File: src/rtl/frame_pkg.sv
// Shared types and constants for the serial frame engine.
package frame_pkg;

    typedef enum logic {
        IDLE  = 1'b0,
        SHIFT = 1'b1
    } frameState_t;

    localparam logic MSB_FIRST = 1'b0;
    localparam logic LSB_FIRST = 1'b1;

endpackage

File: src/rtl/frame_bitcounter.sv
// Frame bit counter: clear, increment, and a terminal flag at WIDTH-1.
module frame_bitcounter #(
    parameter int WIDTH = 8,
    parameter int CNT_W = $clog2(WIDTH + 1)
) (
    input  logic clk,
    input  logic rst_n,
    input  logic clear,
    input  logic incr,
    output logic terminal
);

    logic [CNT_W-1:0] count;

    always_ff @(posedge clk or negedge rst_n) begin
        if (!rst_n) begin
            count <= '0;
        end else if (clear) begin
            count <= '0;
        end else if (incr) begin
            count <= count + 1'b1;
        end
    end

    assign terminal = (count == CNT_W'(WIDTH - 1));

endmodule

File: src/rtl/frame_shiftregister.sv
// Full-duplex serial frame engine: configurable width, per-frame bit order,
// separate sample/shift strobes, frame counting and a receive holding register.
module frame_shiftregister
    import frame_pkg::*;
#(
    parameter int WIDTH = 8,
    parameter int CNT_W = $clog2(WIDTH + 1)
) (
    input  logic             clk,
    input  logic             rst_n,
    input  logic             sampleEdge,
    input  logic             shiftEdge,
    input  logic             parallelLoad,
    input  logic             lsbFirst,
    input  logic             abort,
    input  logic [WIDTH-1:0] parallelDataIn,
    input  logic             serialDataIn,
    output logic             serialDataOut,
    output logic [WIDTH-1:0] parallelDataOut,
    output logic [WIDTH-1:0] rxData,
    output logic             busy,
    output logic             frameDone
);

    frameState_t      state;
    logic [WIDTH-1:0] shiftReg;
    logic             sampleFlop;
    logic             orderFlop;
    logic             insBit;
    logic [WIDTH-1:0] nextReg;
    logic             terminal;
    logic             inShift;
    logic             cntClear;
    logic             cntIncr;

    assign inShift = (state == SHIFT);

    // Same-cycle sample and shift bypasses the sample flop.
    always_comb begin
        insBit  = sampleEdge ? serialDataIn : sampleFlop;
        nextReg = shiftReg;
        if (orderFlop == LSB_FIRST) begin
            nextReg = {insBit, shiftReg[WIDTH-1:1]};
        end else begin
            nextReg = {shiftReg[WIDTH-2:0], insBit};
        end
    end

    assign cntClear = parallelLoad || (inShift && (abort || (shiftEdge && terminal)));
    assign cntIncr  = inShift && shiftEdge && !abort && !parallelLoad && !terminal;

    frame_bitcounter #(
        .WIDTH (WIDTH),
        .CNT_W (CNT_W)
    ) uBitCounter (
        .clk      (clk),
        .rst_n    (rst_n),
        .clear    (cntClear),
        .incr     (cntIncr),
        .terminal (terminal)
    );

    always_ff @(posedge clk or negedge rst_n) begin
        if (!rst_n) begin
            state      <= IDLE;
            shiftReg   <= '0;
            rxData     <= '0;
            sampleFlop <= 1'b0;
            orderFlop  <= MSB_FIRST;
            busy       <= 1'b0;
            frameDone  <= 1'b0;
        end else begin
            frameDone <= 1'b0;
            if (parallelLoad) begin
                state     <= SHIFT;
                busy      <= 1'b1;
                shiftReg  <= parallelDataIn;
                orderFlop <= lsbFirst;
            end else if (inShift) begin
                if (abort) begin
                    state <= IDLE;
                    busy  <= 1'b0;
                end else begin
                    if (sampleEdge) begin
                        sampleFlop <= serialDataIn;
                    end
                    if (shiftEdge) begin
                        shiftReg <= nextReg;
                        if (terminal) begin
                            state     <= IDLE;
                            busy      <= 1'b0;
                            rxData    <= nextReg;
                            frameDone <= 1'b1;
                        end
                    end
                end
            end
        end
    end

    assign serialDataOut   = (orderFlop == LSB_FIRST) ? shiftReg[0] : shiftReg[WIDTH-1];
    assign parallelDataOut = shiftReg;

endmodule

File: config.mk
export PLATFORM = sky130hd
export DESIGN_NAME = frame_shiftregister
export DESIGN_NICKNAME = d
export VERILOG_FILES = /design/src/rtl/frame_pkg.sv /design/src/rtl/frame_bitcounter.sv /design/src/rtl/frame_shiftregister.sv
export SDC_FILE = /design/constraint.sdc
export NUM_CORES = 1
export LEC_CHECK = 0
export ABC_AREA = 0
export BUFFER_PORTS_ARGS = -buffer_cell sky130_fd_sc_hd__buf_2
export CORE_UTILIZATION = 30
export CTS_CLUSTER_SIZE = 40
export DETAILED_ROUTE_END_ITERATION = 10
export MAX_ROUTING_LAYER = met4
export REMOVE_ABC_BUFFERS = 1
export SYNTH_ARGS = -nofsm -noshare
export SYNTH_HDL_FRONTEND = slang
export SYNTH_SLANG_ARGS = --single-unit
File: constraint.sdc
create_clock -name clk -period 2.6 [get_ports clk]
set_input_delay 0.52 -clock clk [delete_from_list [all_inputs] [get_ports clk]]
set_output_delay 0.52 -clock clk [all_outputs]
set_load 0.05 [all_outputs]
-- After elaboration in Yosys (flattened, before gate mapping)
Index checks and enable logic that the tools add are counted.
- output and inout port bits: 19
- memory bits (writable): 0
- flip-flop bits (word level): 25
- latch bits: 0
- logic and storage cells: 57
- input bits: 16
- memories kept: 0
- bits in read-only memories: 0
- add/sub/neg operators: 1
- mux-type cells: 24
- multiply operators: 0
- magnitude comparators: 0
- shift-type cells: 0
- reduce and logical (&&, ||, !) cells: 20
- bitwise gates (word level): 2
- equal/unequal tests: 2
- divide/modulo/power cells: 0
- operators by type and width (operator ; number):
    $mux 8 ; 5
    $mux 1 ; 17
    $reduce_and 3->1 ; 3
    $mux 4 ; 2
    $logic_and 1x1->1 ; 6
    $reduce_bool 2->1 ; 3
    $reduce_bool 3->1 ; 2
    $reduce_and 5->1 ; 1
    $add 4x1->4 const B ; 1
    $eq 4x3->1 const B ; 1
    $logic_not 1->1 ; 3
    $logic_or 1x1->1 ; 2
    $ne 2x2->1 const B ; 1
    $not 1->1 ; 2

-- Logic depth before layout (Yosys ltp)
- depth after elaboration: 6
- mapped depth: 5
- mapped depth without buffers: 4

-- Cells and area by module
Synthesis repeated with hierarchy kept, for this count alone.
- cells, all modules: 105
- area, all modules: 1202.4 um2
- by module, submodules not included (module ; cells an instance ; instances ; area an instance (um2) ; sequential area each (um2)):
    frame_shiftregister ; 87 ; 1 ; 1002.2 ; 525.5
    frame_bitcounter ; 18 ; 1 ; 200.2 ; 100.1

-- Worst setup path before layout
OpenSTA, ideal clock, no wires.
- kind: register -> output
- from: reg shiftReg[0], in the netlist parallelDataOut[0]
- to: out serialDataOut
- stages on the path, launching flop included: 2
- slack: 1024 ps
- data arrival time: 1056 ps
- required time: 2080 ps
- buffers on the path: 0
- cell sequence: dfrtp_1 > mux2_2
- longest elaborated chain between the ends: 1
- RTL lines (item ; line ; source):
    start: declaration ; frame_shiftregister.sv:26 ; logic [WIDTH-1:0] shiftReg;
    start signal: assignment ; frame_shiftregister.sv:77 ; shiftReg <= parallelDataIn;
    start signal: assignment ; frame_shiftregister.sv:88 ; shiftReg <= nextReg;
    $mux 1 ; frame_shiftregister.sv:101 ; assign serialDataOut = (orderFlop == LSB_FIRST) ? shiftReg[0] : shiftReg[WIDTH-1];
    end: declaration ; frame_shiftregister.sv:18 ; output logic serialDataOut,
Every way passes these cells.

-- Worst setup path in the final report
- from: reg orderFlop
- to: out serialDataOut
- longest elaborated chain between the ends: 1
- RTL lines (item ; line ; source):
    start: declaration ; frame_shiftregister.sv:28 ; logic orderFlop;
    start signal: assignment ; frame_shiftregister.sv:78 ; orderFlop <= lsbFirst;
    $mux 1 ; frame_shiftregister.sv:101 ;
Every way passes these cells.

==> flow_summary.toml <==
[sta]
fin_tns_setup_ps = 0
relSlewSlack_pct = 62.6
setup_slack_ps = 576
rsz0062_at_grt = "false"
drv_slew = 0
post-route-min-period_ps = 2020
tightest_slew_ps = 562
finClkSkew_ps = 8.71
setup_viol = 0
max_freq_mhz = 494
hold_viol_final = 0
fin_crit_sh_pct = 77.8

[power]
p_per_area_nw_per_um2 = 570
combPwrFrac_pct = 21.1
p_clk_share_pct = 27.1
peakVddDrop_mv = 0.204
seqPwrFrac_pct = 51.8
swShare_pct = 31.2
p_switching_uw = 263
p_leak_nw = 0.731
intPower_uw = 580

[routing]
drtAntennaViolNets = 0
wirelength_um = 2780
detail_route.iter0.violations = 20
drc = 0
drt-pass1-iter-count = 4
vias = 962
viasPerCell = 5.26
wl_per_cell_um = 15.2

[final_layout]
stdcell_count = 183
syn2layout_area_growth_pct = 19.9
fillers = 380
mostFrequentLayoutCell = "buf_2"
final-seq-area_um2 = 626
final_cell_mix = "34 x buf_2, 25 x dfrtp_1, 8 x a221o_1"
stdcell_area_um2 = 1480
final_nets = 153
layout-drive-gt1-share_pct = 32.6
n_antenna_cell = 0
multi_input_area_um2 = 573

[synth]
synth-seq-cells = 25
synthDistinctLibCells = 31
synth_cells = 102
syn_area_per_cell_um2 = 12.1
ys_warn_count = 0
syn-cell-area_um2 = 1230
yosysSeqAreaShare_pct = 50.8

[hold_path]
hold_path.class = "in -> async"

[clocking]
cts_max_level = 1
cts_tree = "done"
cts-buffers-inserted = 3
clkLatencyLatePin_ps = 270
root_buffer = "clkbuf_8"
clockBufferDepth = 2
clock_sinks = 25
cts.clk_slew.worst_paths_ps = 90
cts_hold_buf = 0
cts_resized = 0
post_cts_buffers = 0

[worst_setup_path]
timing.rr.start = "uBitCounter.count[0]"
cp.arrival_ps = 1500
reg2reg_depth = 4
start_kind = "flop"
r2r_end = "rxData[7]"
cp.required_ps = 2080
r2r_slack_ps = 990
crit_type = "reg -> out"
path_max_fanout = 10
endpoint_kind = "primary output"

[floorplanning]
io_pins = 35
rows = 22
start_util_pct = 32.4
dieHeight_um = 66.1
die_area_um2 = 4370
die_w_um = 66.1
core_area_um2 = 3800

[placement]
globalplace.congestion = 0.769
place_ws_ps = 770
dpl.cell_count = 179
placed_area_um2 = 1430
hpwl_um = 2030
port-buffer-count = 34

[global_routing]
grt_use_total_pct = 14.3
grt_pass1_vias = 1005
antenna_found_initial = 0
overflow = 0
grt_max_degree = 26
grt_pass1_wl_um = 4530

[status]
status = "finished, final reports clean"

[flow_run]
maxCapViolations = 0
## critical path: stages, from the launching register on
cell     delay, ps
dfrtp_1        640
mux2_2         380
buf_2          210
## cell type report
type / count / area share, %
clock buffers: 4 / 3.05
well taps: 48 / 4.06
flip-flops and latches: 25 / 42.3
inverters: 1 / 0.254
repair buffers: 34 / 11.5
multi-input cells: 71 / 38.8
## power by group through the flow
stage          Sequential [mW]  Clock (mW)  Combinational [mW]
5_1_grt                  0.441       0.255               0.191
4_1_cts                  0.437       0.235               0.179
2_1_floorplan            0.490           0              0.0709
6_report                 0.437       0.228               0.178
3_5_place_dp             0.445           0               0.179
3_3_place_gp             0.443           0               0.176
## kinds of logic after synthesis
logic type,count (synthesis),synth area share (%)
mux,15,13.2
buf+inv,6,2.74
simple gates,31,17.8
flops,25,50.8
compound gates,24,14.5
fa+ha+maj,1,1.02
## per-stage QoR
stage / hold WS (ps) / power (mW) / util, %
global route: 269 / 0.887 / 38.9
detailed placement: 474 / 0.624 / 37.7
finish: 227 / 0.843 / 38.9
global placement: 470 / 0.620 / 37.7
CTS: 251 / 0.851 / 38.9
floorplan: 224 / 0.561 / -
## Yosys cell counts (all sizes together)
cell	number	area share, %
and2	3	1.5
and3b	1	0.71
and4bb	1	1.0
nand4bb	1	2.2
o21a	5	3.0
dfrtp	25	51
buf	4	2.1
or3	1	0.51
or4	1	0.61
a221o	8	6.5
and4	1	0.71
inv	1	0.30
nand3	7	2.8
nand3b	3	1.8
nor3	1	0.41
ha	1	1.0
o21ai	3	1.2
a21o	1	0.61
a21oi	7	3.1
nand2	1	0.30
mux2i	5	4.1
nand4b	1	0.71
mux2	10	9.1
and2b	1	0.61
nor2	8	3.8
clkbuf	1	0.30
## registers in the layout, indices dropped and copies added, names as in the netlist
register,cells
inShift,1
rxData,8
parallelDataOut,8
busy,1
frameDone,1
sampleFlop,1
uBitCounter.count,4
orderFlop,1
## routing by layer
| layer | GRT usage (%) | share of wire, % | up-vias |
|---|---|---|---|
| met4 | 7.18 | 2.1 | 0 |
| li1 | - | - | 456 |
| met2 | 25.0 | 47 | 27 |
| met5 | - | 0 | - |
| met1 | 16.1 | 46 | 474 |
| met3 | 1.72 | 4.4 | 5 |
## worst max-delay path by stage
stage,start,endpoint,slack [ps],depth (start not counted)
CTS,orderFlop,serialDataOut,580,2
finish,orderFlop,serialDataOut,580,2
global route,orderFlop,serialDataOut,510,2
global placement,parallelLoad,uBitCounter.count[3],830,4
detailed placement,parallelLoad,uBitCounter.count[3],770,4
floorplan,parallelDataOut[0],serialDataOut,1020,1
Power figures use the tool's default switching activity.
